$ cat src/rtl/adder_share_arb_pkg.sv
// Shared types and the round-robin pick function for the adder-sharing arbiter.
package adder_share_pkg;

  localparam int MAX_N = 16;
  localparam int PTR_W = 4;

  typedef enum logic [1:0] {
    ST_IDLE = 2'd0,
    ST_LOAD = 2'd1,
    ST_RESP = 2'd2
  } state_t;

  typedef struct packed {
    logic             found;
    logic [PTR_W-1:0] idx;
  } rr_pick_t;

  // First set bit of valid searching upward from pointer+1, wrapping modulo n.
  function automatic rr_pick_t rr_pick(input logic [MAX_N-1:0] valid,
                                       input logic [PTR_W-1:0] pointer,
                                       input int unsigned      n);
    rr_pick_t         r;
    int unsigned      pos;
    logic [PTR_W-1:0] cand;
    r = '0;
    for (int unsigned k = 1; k <= MAX_N; k++) begin
      if (k <= n && !r.found) begin
        pos  = {28'd0, pointer} + k;
        cand = PTR_W'(pos % n);
        if (valid[cand]) begin
          r.found = 1'b1;
          r.idx   = cand;
        end
      end
    end
    return r;
  endfunction

endpackage

$ cat src/rtl/adder_share_arb_if.sv
// Requester and response handshake bundle between producers and the shared adder arbiter.
interface adder_share_arb_if #(
  parameter int N = 4,
  parameter int W = 4
);
  localparam int IDW = (N > 1) ? $clog2(N) : 1;

  logic [N-1:0]   req_valid;
  logic [N-1:0]   req_ready;
  logic [N*W-1:0] req_a;
  logic [N*W-1:0] req_b;
  logic           rsp_valid;
  logic           rsp_ready;
  logic [W:0]     rsp_sum;
  logic [IDW-1:0] rsp_id;

  modport master (
    output req_valid, req_a, req_b, rsp_ready,
    input  req_ready, rsp_valid, rsp_sum, rsp_id
  );

  modport slave (
    input  req_valid, req_a, req_b, rsp_ready,
    output req_ready, rsp_valid, rsp_sum, rsp_id
  );

endinterface

$ cat src/rtl/adder_share_arb_adder.sv
// Registered unsigned adder with a carry-out bit; deliberately has no reset.
module simple_adder #(
  parameter int W = 4
) (
  input  logic         clk,
  input  logic [W-1:0] a,
  input  logic [W-1:0] b,
  output logic [W:0]   sum
);

  always_ff @(posedge clk) begin
    sum <= {1'b0, a} + {1'b0, b};
  end

endmodule

$ cat src/rtl/adder_share_arb.sv
// Round-robin arbiter that time-shares one registered adder among N requesters.
//   state   | meaning
//   IDLE    | arbitrate; grant one requester and capture its operands
//   LOAD    | operand regs drive the adder, which registers the sum this cycle
//   RESP    | present sum and id until downstream accepts
module adder_share_arb
  import adder_share_pkg::*;
#(
  parameter int N = 4,
  parameter int W = 4
) (
  input  logic             clk,
  input  logic             rst,
  adder_share_arb_if.slave bus
);

  localparam int IDW = (N > 1) ? $clog2(N) : 1;

  state_t           state;
  logic [IDW-1:0]   ptr;
  logic [IDW-1:0]   id_q;
  logic [W-1:0]     a_q;
  logic [W-1:0]     b_q;
  logic             rsp_valid_q;
  logic [W:0]       sum;

  logic [MAX_N-1:0] valid_ext;
  logic [PTR_W-1:0] ptr_ext;
  rr_pick_t         pick;
  logic [IDW-1:0]   pick_idx;
  logic [N-1:0]     grant;

  always_comb begin
    valid_ext          = '0;
    valid_ext[N-1:0]   = bus.req_valid;
    ptr_ext            = '0;
    ptr_ext[IDW-1:0]   = ptr;
    pick               = rr_pick(valid_ext, ptr_ext, N);
    pick_idx           = pick.idx[IDW-1:0];
    grant              = '0;
    if (state == ST_IDLE && pick.found)
      grant[pick_idx] = 1'b1;
  end

  always_ff @(posedge clk) begin
    if (rst) begin
      state       <= ST_IDLE;
      ptr         <= IDW'(N - 1);
      id_q        <= '0;
      a_q         <= '0;
      b_q         <= '0;
      rsp_valid_q <= 1'b0;
    end else begin
      case (state)
        ST_IDLE: begin
          if (pick.found) begin
            a_q   <= bus.req_a[pick_idx*W +: W];
            b_q   <= bus.req_b[pick_idx*W +: W];
            id_q  <= pick_idx;
            ptr   <= pick_idx;
            state <= ST_LOAD;
          end
        end
        ST_LOAD: begin
          rsp_valid_q <= 1'b1;
          state       <= ST_RESP;
        end
        ST_RESP: begin
          if (bus.rsp_ready) begin
            rsp_valid_q <= 1'b0;
            state       <= ST_IDLE;
          end
        end
        default: begin
          rsp_valid_q <= 1'b0;
          state       <= ST_IDLE;
        end
      endcase
    end
  end

  // Operand regs stay put through RESP, so the free-running adder output is stable.
  simple_adder #(.W(W)) SA (
    .clk (clk),
    .a   (a_q),
    .b   (b_q),
    .sum (sum)
  );

  assign bus.req_ready = grant;
  assign bus.rsp_valid = rsp_valid_q;
  assign bus.rsp_sum   = sum;
  assign bus.rsp_id    = id_q;

  a_grant_onehot0: assert property (@(posedge clk) disable iff (rst) $onehot0(grant));
  a_grant_idle_only: assert property (@(posedge clk) disable iff (rst)
                                      (state != ST_IDLE) |-> (grant == '0));

endmodule

$ cat src/flat_wrapper.sv
// flat-port wrapper written by rule: the top's interface ports become plain ports
module adder_share_arb_flat import adder_share_pkg::*;
#(
  parameter int N = 4,
  parameter int W = 4
)
  (clk, rst, bus_req_valid, bus_req_a, bus_req_b, bus_rsp_ready, bus_req_ready, bus_rsp_valid, bus_rsp_sum, bus_rsp_id);
  adder_share_arb_if #(.N(N), .W(W)) bus_i ();
  input  logic clk;
  input  logic rst;
  input wire logic [$bits(bus_i.req_valid)-1:0] bus_req_valid;
  input wire logic [$bits(bus_i.req_a)-1:0] bus_req_a;
  input wire logic [$bits(bus_i.req_b)-1:0] bus_req_b;
  input wire logic [$bits(bus_i.rsp_ready)-1:0] bus_rsp_ready;
  output wire logic [$bits(bus_i.req_ready)-1:0] bus_req_ready;
  output wire logic [$bits(bus_i.rsp_valid)-1:0] bus_rsp_valid;
  output wire logic [$bits(bus_i.rsp_sum)-1:0] bus_rsp_sum;
  output wire logic [$bits(bus_i.rsp_id)-1:0] bus_rsp_id;
  assign bus_i.req_valid = bus_req_valid;
  assign bus_i.req_a = bus_req_a;
  assign bus_i.req_b = bus_req_b;
  assign bus_i.rsp_ready = bus_rsp_ready;
  assign bus_req_ready = bus_i.req_ready;
  assign bus_rsp_valid = bus_i.rsp_valid;
  assign bus_rsp_sum = bus_i.rsp_sum;
  assign bus_rsp_id = bus_i.rsp_id;
  adder_share_arb #(.N(N), .W(W)) u_core (.clk(clk), .rst(rst), .bus(bus_i));
endmodule
$ cat config.mk
export PLATFORM = sky130hd
export DESIGN_NAME = adder_share_arb_flat
export DESIGN_NICKNAME = d
export VERILOG_FILES = /design/src/rtl/adder_share_arb_pkg.sv /design/src/rtl/adder_share_arb_if.sv /design/src/rtl/adder_share_arb_adder.sv /design/src/rtl/adder_share_arb.sv /design/src/flat_wrapper.sv
export SDC_FILE = /design/constraint.sdc
export NUM_CORES = 1
export LEC_CHECK = 0
export ABC_AREA = 0
export ABC_CLOCK_PERIOD_IN_PS = 2650
export CAP_MARGIN = 20
export CORE_UTILIZATION = 40
export CTS_CLUSTER_SIZE = 8
export DETAILED_ROUTE_END_ITERATION = 10
export GPL_TIMING_DRIVEN = 0
export PLACE_DENSITY = 0.76
export REMOVE_ABC_BUFFERS = 1
export SLEW_MARGIN = 30
export SYNTH_ARGS = -nofsm -noshare
export SYNTH_HDL_FRONTEND = slang
export SYNTH_SLANG_ARGS = --single-unit
export TNS_END_PERCENT = 20
$ cat constraint.sdc
create_clock -name clk -period 2.65 [get_ports clk]
set_input_delay 0.53 -clock clk [delete_from_list [all_inputs] [get_ports clk]]
set_output_delay 0.53 -clock clk [all_outputs]
set_load 0.05 [all_outputs]
# == Word level (Yosys, flattened, before mapping) ==
# Cells that the tools add are included.
# totals
out_inout_bits,12
input_bits,39
regBits,20
# op_classes
n_mux,23
n_shift,2
bitwise,1
reduce_logical,6
n_addsub,5
order_cmp,6
eq_ne,4
# op_table
cell,n
5-bit 2-to-1 mux,7
16-bit by 5-bit indexed part select with 4-bit output,2
"2-bit by 5-bit less-than comparator with 1-bit output, second input constant",4
1-bit binary-select mux with 2-bit select,4
1-bit 2-to-1 mux,6
2-bit one-hot mux with 3 select lines,1
2-bit AND reduction,3
4-bit by 4-bit adder with 5-bit output,1
"2-bit by 1-bit adder with 2-bit output, second input constant",2
"2-bit adder, second input constant",2
2-bit 2-to-1 mux,2
4-bit 2-to-1 mux,1
"2-bit by 3-bit less-than comparator with 1-bit output, second input constant",1
1-bit one-hot mux with 3 select lines,1
1-bit demux with 2-bit select,1
"2-bit by 1-bit == test with 1-bit output, second input constant",1
"2-bit == test, second input constant",1
"2-bit by 1-bit >= comparator with 1-bit output, second input constant",1
1-bit logical AND,2
2-bit zero test,1
"2-bit by 1-bit != test with 1-bit output, second input constant",1
"2-bit != test, second input constant",1
1-bit inverter,1

# == Depth between registers and ports, before layout ==
# Gate-level depths: netlist of the first run.
# depth
depth_word,15
ltp_mapped,7

# == Hierarchy ==
# A second synthesis of the first run with hierarchy kept.
# unflattened
cells_unflattened,115
area_unflattened_um2,1106.1
# modules_own_cells
mod,n_inst,cells_each,area_per_inst_um2,seq_area_each_um2
adder_share_arb,1,94,869.6,300.3
simple_adder,1,21,236.5,100.1

# == Least setup slack after synthesis of the first run ==
# OpenSTA, ideal clock, no wires.
# synth_path
path_kind,input to output
from,input port bus_req_valid[2]
to,output port bus_req_ready[1]
stages,5
arrival_time_ps,2417
path_slack_ps,-297
path_cell_list,nand2b_1 -> a21o_1 -> o311ai_2 -> buf_2 -> nor3b_1
# synth_via
elab_chain_len,14
word_cells_on_any_way,22
classes_between,order compare: 2; mux: 18; reduce/logical: 2
# synth_rtl
item,line_no,source
"start, declared",flat_wrapper.sv:11,input wire logic [$bits(bus_i.req_valid)-1:0] bus_req_valid;
1-bit binary-select mux with 2-bit select,adder_share_arb_pkg.sv:30,if (valid[cand]) begin
1-bit 2-to-1 mux (not written as such),adder_share_arb_pkg.sv:30,
5-bit 2-to-1 mux (2 in series),adder_share_arb_pkg.sv:30,
5-bit 2-to-1 mux,adder_share_arb_pkg.sv:27,if (k <= n && !r.found) begin
5-bit 2-to-1 mux,adder_share_arb_pkg.sv:30,
5-bit 2-to-1 mux,adder_share_arb_pkg.sv:27,
5-bit 2-to-1 mux,adder_share_arb_pkg.sv:30,
5-bit 2-to-1 mux *,adder_share_arb_pkg.sv:27,
2-bit by 3-bit less-than comparator with 1-bit output (not written as such) or 2-bit by 1-bit >= comparator with 1-bit output (tied branches),adder_share_arb.sv:42,grant[pick_idx] = 1'b1;
1-bit logical AND (not written as such),adder_share_arb.sv:42,
1-bit 2-to-1 mux (not written as such),adder_share_arb.sv:42,
1-bit demux with 2-bit select,n/a,
4-bit 2-to-1 mux *,adder_share_arb.sv:41,if (state == ST_IDLE && pick.found)
"end, declared",flat_wrapper.sv:15,output wire logic [$bits(bus_i.req_ready)-1:0] bus_req_ready;
# Mark *: on every way between the ends. The rest lies on a longest branch, timed or not. The select of a mux whose other input is x is not followed.

# == Worst setup path in the final report of the first run ==
# layout_path
from,input port bus_req_valid[1]
to,output port bus_req_ready[1]
# The elaborated chain is that of the path after synthesis.

==> results.yml, run 1 <==
status:
  outcome: "finished, final reports clean"
yosys:
  leading_area_contributor_after_synthesis: "dfxtp_1"
  synthesis.instances: 117
  synthTopCellsByCount: "dfxtp_1, mux2i_1, nor2_1"
  yosysWarningCount: 0
  proportion_of_synthesized_flip_flops_having_asynchronous_set_or_reset_pct: 0
  synth_edf_count: 0
  syn-mean-instance-area_sq_um: 10.1
  synth_most_common_cell: "dfxtp_1"
  synth_top_flop_cell: "dfxtp_1"
  synth_top_cells_by_area: "dfxtp_1, mux2i_1, mux2_4, ha_1, nand3b_1"
  synthesis_stage_register_bit_count: 20
  synth.top_cell.area_share_pct: 33.7
  synth_area_sq_mm: 0.00119
  ys_seq_area_share_pct: 33.7
  ys_types: 31
routing:
  count_of_tritonroute_iterations_in_the_first_routing_pass: 2
  routed_wire_length_per_instance_um: 13.0
  initialDrtViolationCount: 7
  antenna_viol_nets_final: 0
  routed_via_density: 5.19
  num_vias: 1058
  drc: 0
  drt_wl_total_um: 2650
pwr:
  ir_drop_v: 0.000518
  leakagePower_uw: 0.000778
  power.density_mw_per_mm2: 627
  report.power.total_uw: 1130
sta:
  setup_repair_after_global_routing_missed_its_margin: "false"
  hold_viol_final: 0
  pins_over_their_slew_limit: 0
  hold_ws_ps: 478
  post-route-period-util_pct: 97.4
  max_freq_ghz: 0.387
  final_clock_skew_ps: 6.00
  max_slew_margin_pct: 65.5
  finish_stage_setup_viols: 0
  min_period_ps: 2580
  tightestPinTransition_ps: 516
cells_and_area:
  drive_above_1_share_pct: 21.4
  layout_fillers: 240
  design.final.nets: 218
  layout.cell_area.non_filler_sq_mm: 0.00180
  area_growth_syn_to_layout_pct: 51.9
  diodes: 0
clocking:
  cts-root-to-sink-buffers: 2
  h-tree-depth: 1
  cts_buffers: 3
  worst_setup_hold_path_clk_slew_ps: 110
  clk_latency_ps: 300
  postCtsHoldBufs: 0
  tritoncts_clock_tree: "built"
  cts_sinks: 20
  clock_tree.root_cell: "clkbuf_4"
place:
  hpwlAfterDp_um: 1920
  dpl-instance-area_sq_mm: 0.00168
  portBuffers: 50
  gp_routability_congestion: 0.780
grt:
  initial_antenna_violation_count: 0
  via_count_of_the_first_global_routing_pass: 1017
  grt_overflow: 0
  first_pass_grt_wire_length_um: 4270
  global_route.usage.total_pct: 17.1
  grt_max_degree: 16
critical_path:
  worstPathArrival_ps: 2050
  cpLargestDelayFamily: "buffers and inverters"
  critical_path.reg2reg.startpoint: "u_core.ptr[0]"
  worst_path_largest_cell_delay_ps: 520
  critPathCaptureType: "output port"
  crit_required_ps: 2120
  cp_num_buf_inv: 2
  cp_cell_sequence: "clkdlybuf4s50_1 > nor2_1 > a211o_2 > nor3b_2 > buf_4"
  worst_setup_path_startpoint: "bus_req_valid[1]"
  type_of_the_setup_path_with_the_least_slack: "in2out"
  crit_path_max_fanout: 11
  startpoint_type: "input port"
  timing.critical_path.slowest_stage_cell: "clkdlybuf4s50_1"
floorplanning:
  num_io_pins: 51
  core_region_area_sq_mm: 0.00278
  fp.dieH_um: 56.5
  floorplan.die_area_sq_mm: 0.00319
  fp-row-count: 19
  dieWidth_um: 56.5
  initial_core_util_pct: 42.7
hold_path:
  worst_hold_startpoint: "u_core.bus.rsp_id[1]"
  min_path_type: "reg2reg"
run:
  max_capacitance_violation_count: 0
sequential cells by signal, summed over array words and instances, names as in the netlist:
register / count
u_core.SA.sum: 5
u_core.bus.rsp_valid: 1
u_core.a_q: 4
u_core.state: 2
u_core.bus.rsp_id: 2
u_core.ptr: 2
u_core.b_q: 4
through the flow:
| step | util (%) | std cells | setup TNS, ps | setup slack, ps |
|---|---|---|---|---|
| final | 64.9 | 204 | 0 | 68.8 |
| after global routing | 64.9 | 204 | 0 | 0.0966 |
| after CTS | 64.2 | 204 | -53.7 | -53.7 |
| after detailed placement | 60.5 | 193 | -3160 | -851 |
| after global placement | 60.2 | 193 | -3980 | -1080 |
| after floorplan | - | 112 | -666 | -457 |
power breakdown:
| part | internal, uW | switching, uW | leakage [uW] |
|---|---|---|---|
| Sequential | 359 | 29.9 | 0.000166 |
| Combinational | 265 | 302 | 0.000591 |
| Clock | 83.9 | 91.2 | 0.0000210 |
| Total | 708 | 423 | 0.000778 |
worst reg2reg max path, cell delays in order, from the launching register on:
cell,delay [ps]
dfxtp_1,370
and2b_2,250
o221a_4,270
buf_12,140
buf_4,180
mux2i_1,130
mux2_2,260
o21ai_1,130
cell usage in the layout (no fill, tap or decap), drive strengths merged:
cell type       n
clkdlybuf4s50  44
dfxtp          20
mux2i          17
buf            11
o21ai          11
nor2            9
mux2            8
nand3b          6
inv             5
nand2b          4
nor2b           4
ha              4
clkbuf          4
nand2           3
a21oi           3
nor3            3
a21o            2
xnor2           2
or3             2
dlymetal6s2s    2
and2b           1
o311ai          1
or2             1
o221a           1
a211oi          1
a211o           1
nor3b           1
o21bai          1
fa              1
layer usage:
metal	share of wire, %	global-route usage (%)	vias to the layer above	routed length, um
met5	0	0	-	0
met4	2.6	9.06	0	68
met3	3.9	1.38	7	102
met2	53	31.1	30	1410
met1	40	19.7	492	1070
li1	-	-	529	-
timing repair:
action / CTS / global route
endpoints found under the setup margin: 4 / 4
resized for setup: 23 / 11
buffers inserted: 7 / 0
pin swaps: 3 / 1
area by class of cell:
| type | instances | area [sq um] | area share, % |
|---|---|---|---|
| Clock buffer | 4 | 36.3 | 2.01 |
| Inverter | 5 | 18.8 | 1.04 |
| Multi-Input combinational cell | 87 | 751 | 41.6 |
| Sequential cell | 20 | 400 | 22.2 |
| Tap cell | 31 | 38.8 | 2.15 |
| Timing Repair Buffer | 57 | 559 | 31.0 |
path summary, 6_finish.rpt:
kind / slack (ps) / cells after the start / end
hold / removal: 480 / 2 / u_core.bus.rsp_id[1]
setup reg to reg: 870 / 7 / u_core.b_q[0]
hold reg to reg: 480 / 2 / u_core.bus.rsp_id[1]
setup / recovery: 70 / 5 / bus_req_ready[1]
cells by family after synthesis:
family	share of synthesized area [%]
AO/OA/AOI/OAI	13.5
XOR/XNOR	1.48
adder cells (fa/ha/maj)	5.90
buffers and inverters	6.01
flip-flops	33.7
multiplexers	23.5
AND/OR/NAND/NOR	15.9
Power figures use the tool's default switching activity.
==> run 2: changes to the inputs <==
Settings changed: CAP_MARGIN 20 to 15, PLACE_DENSITY 0.76 to 0.78, SYNTH_HIERARCHICAL set to 1.
==> results.yml, run 2 <==
sta:
  tightestPinTransition_ps: 529
  max_slew_margin_pct: 64.6
  hold_viol_final: 0
  finalSetupTns_ps: 0
  finish_stage_setup_viols: 0
  final_clock_skew_ps: 4.47
  max_freq_ghz: 0.384
  setup_repair_after_global_routing_missed_its_margin: "true"
  pins_over_their_slew_limit: 0
  min_period_ps: 2610
  post-route-period-util_pct: 98.3
yosys:
  synth_area_sq_mm: 0.00111
  ys_types: 28
  synth_top_flop_cell: "dfxtp_1"
  proportion_of_synthesized_flip_flops_having_asynchronous_set_or_reset_pct: 0
  yosysWarningCount: 6
  synth_edf_count: 0
  synth_most_common_cell: "dfxtp_1"
  synth.top_cell.area_share_pct: 36.2
  ys_seq_area_share_pct: 36.2
  synthesis.instances: 115
  leading_area_contributor_after_synthesis: "dfxtp_1"
  synthesis_stage_register_bit_count: 20
  synth_top_cells_by_area: "dfxtp_1, mux2i_1, o221ai_1, nand3b_1, ha_1"
  synthTopCellsByCount: "dfxtp_1, mux2i_1, nor2_1"
  syn-mean-instance-area_sq_um: 9.62
grt:
  global_route.usage.total_pct: 17.8
  grt_overflow: 0
  grt.busiest_layer: "met2"
  met2_usage_pct: 33.7
  via_count_of_the_first_global_routing_pass: 920
  first_pass_grt_wire_length_um: 3730
  grt_use_met3_pct: 2.78
  met1_usage_pct: 19.1
  initial_antenna_violation_count: 0
  grt_max_degree: 16
routing:
  routed_wire_length_per_instance_um: 13.6
  routed_via_density: 5.32
  antenna_viol_nets_final: 0
  num_vias: 1049
  drc: 0
  count_of_tritonroute_iterations_in_the_first_routing_pass: 4
  drt_wl_total_um: 2680
  initialDrtViolationCount: 14
critical_path:
  startpoint_type: "input port"
  rrSetupSlack_ps: 1040
  worst_path_largest_cell_delay_ps: 540
  rr_worst_depth: 6
  cp_cell_sequence: "clkdlybuf4s50_1 > nor2_2 > buf_4 > a211oi_4 > nand2_1 > nor2_1 > buf_6"
  worstPathArrival_ps: 2080
  crit_required_ps: 2120
  critPathCaptureType: "output port"
  timing.critical_path.slowest_stage_cell: "clkdlybuf4s50_1"
  crit_path_max_fanout: 4
  type_of_the_setup_path_with_the_least_slack: "in2out"
clocking:
  cts-root-to-sink-buffers: 2
  clock_tree.root_cell: "clkbuf_4"
  clk_latency_ps: 290
  postCtsHoldBufs: 0
  h-tree-depth: 1
  worst_setup_hold_path_clk_slew_ps: 100
  tritoncts_clock_tree: "built"
  cts_sinks: 20
  cts_buffers: 3
floorplanning:
  core_region_area_sq_mm: 0.00254
  fp.dieH_um: 54.6
  dieWidth_um: 54.6
  num_io_pins: 51
  fp-row-count: 18
  initial_core_util_pct: 43.5
  floorplan.die_area_sq_mm: 0.00298
status:
  outcome: "finished, final reports clean"
place:
  dpl-instance-area_sq_mm: 0.00162
  gp_routability_congestion: 0.728
  hpwlAfterDp_um: 2090
  portBuffers: 50
  dp.cells: 191
hold_path:
  min_path_type: "reg2reg"
  worstHoldPathCells: 2
pwr:
  leakagePower_uw: 0.000687
  ir_drop_v: 0.000385
  power.density_mw_per_mm2: 629
  report.power.total_uw: 1060
cells_and_area:
  area_growth_syn_to_layout_pct: 51.9
  design.final.nets: 213
  post_layout_nonfiller_instances: 197
  largest_registers: "u_core/SA/sum: 5 flops, u_core/a_q: 4 flops, u_core/b_q: 4 flops"
  largest_register_ff_count: 5
  layout_commonest_cell: "clkdlybuf4s50_1"
  largest-register: "u_core/SA/sum"
  drive_above_1_share_pct: 12.0
  mostFrequentLayoutCells: "clkdlybuf4s50_1, dfxtp_1, mux2i_1"
  layout.cell_area.non_filler_sq_mm: 0.00168
  diodes: 0
run:
  max_capacitance_violation_count: 0
-- run 2: changes by cell type in the layout (fill, tap and decap cells not counted), sizes merged, moves of 2 or more --
cell	before	now
o221ai	0	9
a21oi	3	5
buf	11	8
o21ai	11	2
nor2	9	12
nand2b	4	1
nor2b	4	2
nor3	3	6
or3	2	0
nand3b	6	9
nand2	3	8
mux2	8	0
-- run 2: kinds of logic after synthesis --
| logic type | synth area share [%] |
|---|---|
| buf+inv | 6.56 |
| fa+ha+maj | 6.34 |
| flops | 36.2 |
| compound gates | 15.3 |
| mux | 15.4 |
| xor+xnor | 1.58 |
| simple gates | 18.7 |
-- run 2: cell type report --
type,instances,area [sq um]
Multi-Input combinational cell,84,659
Inverter,6,22.5
Tap cell,30,37.5
Fill cell,233,865
Timing Repair Buffer,54,538
Clock buffer,3,22.5
Sequential cell,20,400
-- run 2: power breakdown --
| group | switching [uW] | internal [uW] | total (uW) |
|---|---|---|---|
| Sequential | 38.7 | 363 | 402 |
| Combinational | 294 | 226 | 520 |
| Clock | 83.4 | 52.8 | 136 |
-- run 2: stage by stage --
stage                     hold slack [ps]  util [%]  setup WS, ps
after floorplan                       443         -          -624
after global placement                448      62.6         -1720
after detailed placement              457      63.5         -1030
after CTS                             473      64.7         -19.9
after global routing                  497      66.0         -50.3
final                                 469      66.0          44.1
-- run 2: routing by layer --
metal,up-vias,wire length (um)
met3,4,196
met1,484,1030
met2,39,1410
met5,-,0
met4,0,38
li1,522,-
-- run 2: repair_timing --
item,CTS,global route
gates resized for setup,28,5
pin swaps,1,1
endpoints found under the setup margin,4,4
buffers inserted,1,2
-- run 2: worst paths after layout --
| check | start | end |
|---|---|---|
| worst max-delay path | bus_req_valid[1] | bus_req_ready[2] |
| worst min-delay path | u_core/bus.rsp_id[1] | u_core/bus.rsp_id[1] |
| worst max register to register | u_core/ptr[1] | u_core/b_q[0] |
| worst min register to register | u_core/bus.rsp_id[1] | u_core/bus.rsp_id[1] |
-- run 2: worst max-delay path, delay by kind of cell --
| family | cells | cell delay (ps) |
|---|---|---|
| buf+inv | 3 | 850 |
| compound gates | 1 | 300 |
| simple gates | 3 | 390 |
